**src/rtl/dmem_ctrl.sv**
```systemverilog
// Data-memory controller: a word-addressed store with a fixed access latency.
// It stalls the pipeline while an access is outstanding and pulses done when the access completes.
module dmem_ctrl #(
   parameter int DEPTH   = 64,
   parameter int LATENCY = 2
) (
   input  logic        clk,
   input  logic        rst_n,
   input  logic        memRead,
   input  logic        memWrite,
   input  logic [31:0] addr,
   input  logic [31:0] wdata,
   output logic [31:0] rdata,
   output logic        stall,
   output logic        done,
   output logic        err
);

   localparam int IW = $clog2(DEPTH);

   typedef enum logic [1:0] {IDLE, BUSY, DONE} state_t;

   state_t          state;
   logic [2:0]      cnt;
   logic [IW-1:0]   cap_idx;
   logic            cap_mis;
   logic            cap_wr;
   logic [31:0]     cap_wdata;
   logic [31:0]     mem [DEPTH];

   logic            req;
   logic            enter_done;
   logic [IW-1:0]   acc_idx;
   logic            acc_mis;
   logic            acc_wr;
   logic            unused_addr_hi;

   assign req            = memRead | memWrite;
   assign stall          = (state == IDLE && req) || state == BUSY;
   assign unused_addr_hi = ^addr[31:IW+2];

   // With zero latency DONE is entered straight from IDLE, so the live inputs describe the access.
   always_comb begin
      acc_idx = cap_idx;
      acc_mis = cap_mis;
      acc_wr  = cap_wr;
      if (state == IDLE) begin
         acc_idx = addr[IW+1:2];
         acc_mis = |addr[1:0];
         acc_wr  = memWrite;
      end
   end

   always_comb begin
      enter_done = 1'b0;
      if (state == IDLE && req && LATENCY == 0) enter_done = 1'b1;
      if (state == BUSY && cnt <= 3'd1)        enter_done = 1'b1;
   end

   always_ff @(posedge clk or negedge rst_n) begin
      if (!rst_n) begin
         state     <= IDLE;
         cnt       <= 3'd0;
         cap_idx   <= '0;
         cap_mis   <= 1'b0;
         cap_wr    <= 1'b0;
         cap_wdata <= 32'd0;
         done      <= 1'b0;
         err       <= 1'b0;
         rdata     <= 32'd0;
      end else begin
         done  <= enter_done;
         err   <= enter_done && acc_mis;
         rdata <= (enter_done && !acc_wr && !acc_mis) ? mem[acc_idx] : 32'd0;
         case (state)
            IDLE: begin
               if (req) begin
                  cap_idx   <= addr[IW+1:2];
                  cap_mis   <= |addr[1:0];
                  cap_wr    <= memWrite;
                  cap_wdata <= wdata;
                  cnt       <= 3'(LATENCY);
                  state     <= (LATENCY == 0) ? DONE : BUSY;
               end
            end
            BUSY: begin
               cnt <= cnt - 3'd1;
               if (cnt <= 3'd1) state <= DONE;
            end
            DONE:    state <= IDLE;
            default: state <= IDLE;
         endcase
      end
   end

   // Commit happens on the edge leaving DONE; an asynchronous reset has already left DONE, so nothing lands.
   always_ff @(posedge clk) begin
      if (state == DONE && cap_wr && !cap_mis) mem[cap_idx] <= cap_wdata;
   end

endmodule

```
**config.mk**
```make
export PLATFORM = sky130hd
export DESIGN_NAME = dmem_ctrl
export DESIGN_NICKNAME = d
export VERILOG_FILES = /design/src/rtl/dmem_ctrl.sv
export SDC_FILE = /design/constraint.sdc
export NUM_CORES = 2
export LEC_CHECK = 0
export CAP_MARGIN = 5
export CORE_MARGIN = 2
export CORE_UTILIZATION = 60
export DETAILED_ROUTE_END_ITERATION = 8
export PLACE_DENSITY_LB_ADDON = 0.05
export SETUP_SLACK_MARGIN = 0.05
export SYNTH_ARGS = -nofsm -noshare
export SYNTH_HDL_FRONTEND = slang
export SYNTH_SLANG_ARGS = --single-unit
export TNS_END_PERCENT = 100
```
**constraint.sdc**
```tcl
create_clock -name clk -period 3.65 [get_ports clk]
set_input_delay 0.73 -clock clk [delete_from_list [all_inputs] [get_ports clk]]
set_output_delay 0.73 -clock clk [all_outputs]
set_load 0.005 [all_outputs]
```
==> reports/qor.yml <==
h-tree-depth: 4
cts_setup_buffers: 0
leakagePower_uw: 0.03257
power.density_nw_per_um2: 837.0
fin_ws_ns: 0.4712
synthAdderAreaFrac: 0.0003058
syn_avg_cell_area_um2: 16.36
clockRootBuffer: "clkbuf_16"
tightest_slew_ns: 1.307
synth_cells: 5004
fmax_mhz: 314.6
grt_pass1_wl_um: 323900
fin_crit_ns: 3.179
synth_top_family_by_area: "multiplexers"
coreArea_um2: 135500
drc: 0
cts_buffer_depth: 3
relSlewSlack: 0.1286
routed_wirelength_um: 226400
cts_hold_buf: 1
antenna_found_initial: 6
cts_resized: 0
grt_pass1_vias: 46490
arrival_ns: 3.90
synth_xor_area_frac: 0.0001070
finalSetupViolations: 0
port_buffers: 78
maxCapViolCount: 0
period_share: 0.8709
die_width_um: 373.3
gp_congestion: 0.8299
gr-total-overflow: 0
irDropWorstVdd_uv: 901.9
clk_pin_slew_ns: 0.06
top_usage_layer: "met2"
synth_compound_area_frac: 0.06046
io_pins: 103
outcome: "finished clean"
drive_gt1_frac: 0.1633
start_kind: "flip-flop"
path_buf_inv: 3
synth_edf_count: 2048
synthFlopType: "edfxtp_1"
muxShareOfSynthArea: 0.08200
clock_skew_ns: 0.02887
place_area_um2: 88960
cts.sinks: 2127
grt_max_degree: 75
cts_buffers: 205
cp.depth: 9
critical-path-top-delay-family: "compound AO/OA/AOI/OAI gates"
path_max_fanout: 21
slowest_stage: "mux4_2"
rsz0062_at_grt: "false"
reg2reg_depth: 9
endpoint_kind: "flip-flop"
num_vias: 47930
use_met1: 0.4650
wl_per_cell_um: 30.63
drt_iter0_drc: 5710
start_util: 0.6042
dpl_worst_slack_ns: -0.1988
grtUsageMet3: 0.05984
vias_per_cell: 6.484
finish.instance_area_um2: 95700
synth-simple-area-share: 0.06508
area_growth_pct: 16.93
die-area_um2: 139400
final_antenna_net_count: 0
path_common_cell: "buf_12"
ys_seq_elements: 2127
cts_tree: "built"
cp_slowest_stage_delay_ns: 0.51
maxSlewViolCount: 0
grtUsageTotal: 0.3256
hold_viol_final: 0
rows: 135
grt_util_met2: 0.5070
syn_area_um2: 81840
async_flop_share: 0.03714
synth.distinct_cells: 52
yosysWarnings: 0
yosysSeqAreaShare: 0.7756
die_h_um: 373.3
hp-class: "in2reg"
insertion_delay_ns: 0.83
dp_hpwl_um: 131400
crit_chain: "o21ai_1 -> and2_4 -> buf_12 -> buf_12 -> mux4_2 -> a221oi_1 -> nand2_1 -> buf_12 -> a211o_1"
drt_first_pass_iters: 6
crit_required_ns: 4.37
holdPathStages: 3
syn-num-nets: 5074
final_nets: 5495
worst-setup-path-type: "reg2reg"
[cells by family (layout without fill, tap and decap cells)]
group	Yosys count	after routing
and+or+nand+nor	1289	1289
other	0	7
buffers and inverters	316	916
muxes	590	590
DFF	2127	2127
adders and majority gates	2	2
xor gates and xnor gates	1	1
AOI/OAI and AO/OA	679	679
[layout by cell type (no fill, tap or decap), types with 42 or more instances in the layout]
cell / count
nand4_1: 56
clkbuf_1: 57
nand3_1: 190
edfxtp_1: 2048
nor2_1: 259
a222oi_1: 44
mux2i_1: 522
o221ai_1: 96
buf_12: 114
o21ai_0: 162
mux4_2: 64
o22ai_1: 48
clkbuf_16: 214
buf_4: 332
clkdlybuf4s50_1: 77
a31oi_1: 51
clkinv_1: 42
nor2_4: 65
dfrtp_1: 47
nand2_1: 669
a32oi_1: 119
[area by class of cell]
type | count | area (µm²)
Clock inverter | 103 | 980.9
Multi-Input combinational cell | 2561 | 17640
Sequential cell | 2127 | 63520
Clock buffer | 283 | 5734
Fill cell | 8802 | 39770
Antenna cell | 7 | 17.52
Tap cell | 1781 | 2228
Timing Repair Buffer | 524 | 5555
Inverter | 6 | 22.52
[registers in the layout, indices dropped and copies added, names as in the netlist]
signal	flops
cap_wr	1
cap_wdata	32
cap_idx	6
cap_mis	1
state	2
done	1
cnt	3
err	1
mem	2048
rdata	32
[power by group]
part / internal (µW) / switching (µW) / leakage [µW]
logic: 9850 / 15700 / 0.00975
registers: 30500 / 2990 / 0.0195
clock network: 12300 / 8830 / 0.00329
total: 52600 / 27500 / 0.0326
[worst reg2reg max path, stage by stage (launching register included)]
cell and delay, ns:
dfrtp_1 0.44, o21ai_1 0.28, and2_4 0.32, buf_12 0.25, buf_12 0.21, mux4_2 0.52
a221oi_1 0.39, nand2_1 0.19, buf_12 0.18, a211o_1 0.29
[worst paths after layout]
check	to	slack, ns	from
setup / recovery	rdata[1]	0.47	state[0]
hold / removal	cap_wdata[24]	0.42	wdata[24]
setup reg to reg	rdata[1]	0.47	state[0]
hold reg to reg	cap_wdata[1]	0.49	cap_wdata[1]
max in group asynchronous	cap_wdata[27]	2.33	rst_n
min in group asynchronous	rdata[30]	0.46	rst_n
[synthesized netlist by cell type (6+ instances only)]
cell type     n  share of area
edfxtp_1   2048           0.75
nand2_1     671          0.031
mux2i_1     524          0.064
nor2_1      325          0.015
nand3_1     191          0.012
clkbuf_1    180         0.0083
o21ai_0     162         0.0099
a32oi_1     119          0.013
o221ai_1     96          0.010
buf_2        93         0.0057
dfrtp_1      79          0.024
mux4_2       64          0.018
nand4_1      56         0.0043
a31oi_1      53         0.0041
o22ai_1      48         0.0037
a222oi_1     44         0.0054
a21o_1       36         0.0033
buf_1        30         0.0014
a21oi_1      23         0.0014
nor3_1       23         0.0014
a211o_1      20         0.0021
a22oi_1      20         0.0018
o21ai_1      13        0.00079
a221o_1      12         0.0015
o2111ai_1    10         0.0011
o21a_1        9        0.00083
nand3b_1      7        0.00064
a221oi_1      6        0.00064
[routing by layer]
metal / wire (µm) / up-vias
met3: 21870 / 388
met2: 105900 / 2548
met5: 35 / -
met1: 89610 / 24530
met4: 9006 / 6
li1: - / 20460
[through the flow]
stage	hold slack, ns	total power (µW)	instances	utilization	TNS [ns]
CTS	0.3753	80030	7385	0.7063	0
finish	0.4221	80100	7392	0.7064	0
detailed placement	0.4758	59210	6998	0.6567	-1.702
global route	0.4200	82740	7385	0.7063	0
floorplan	0.4344	45940	5004	-	0
global placement	0.4725	58750	6998	0.6567	-1.106
No activity file was read; power rests on OpenSTA's default activity.
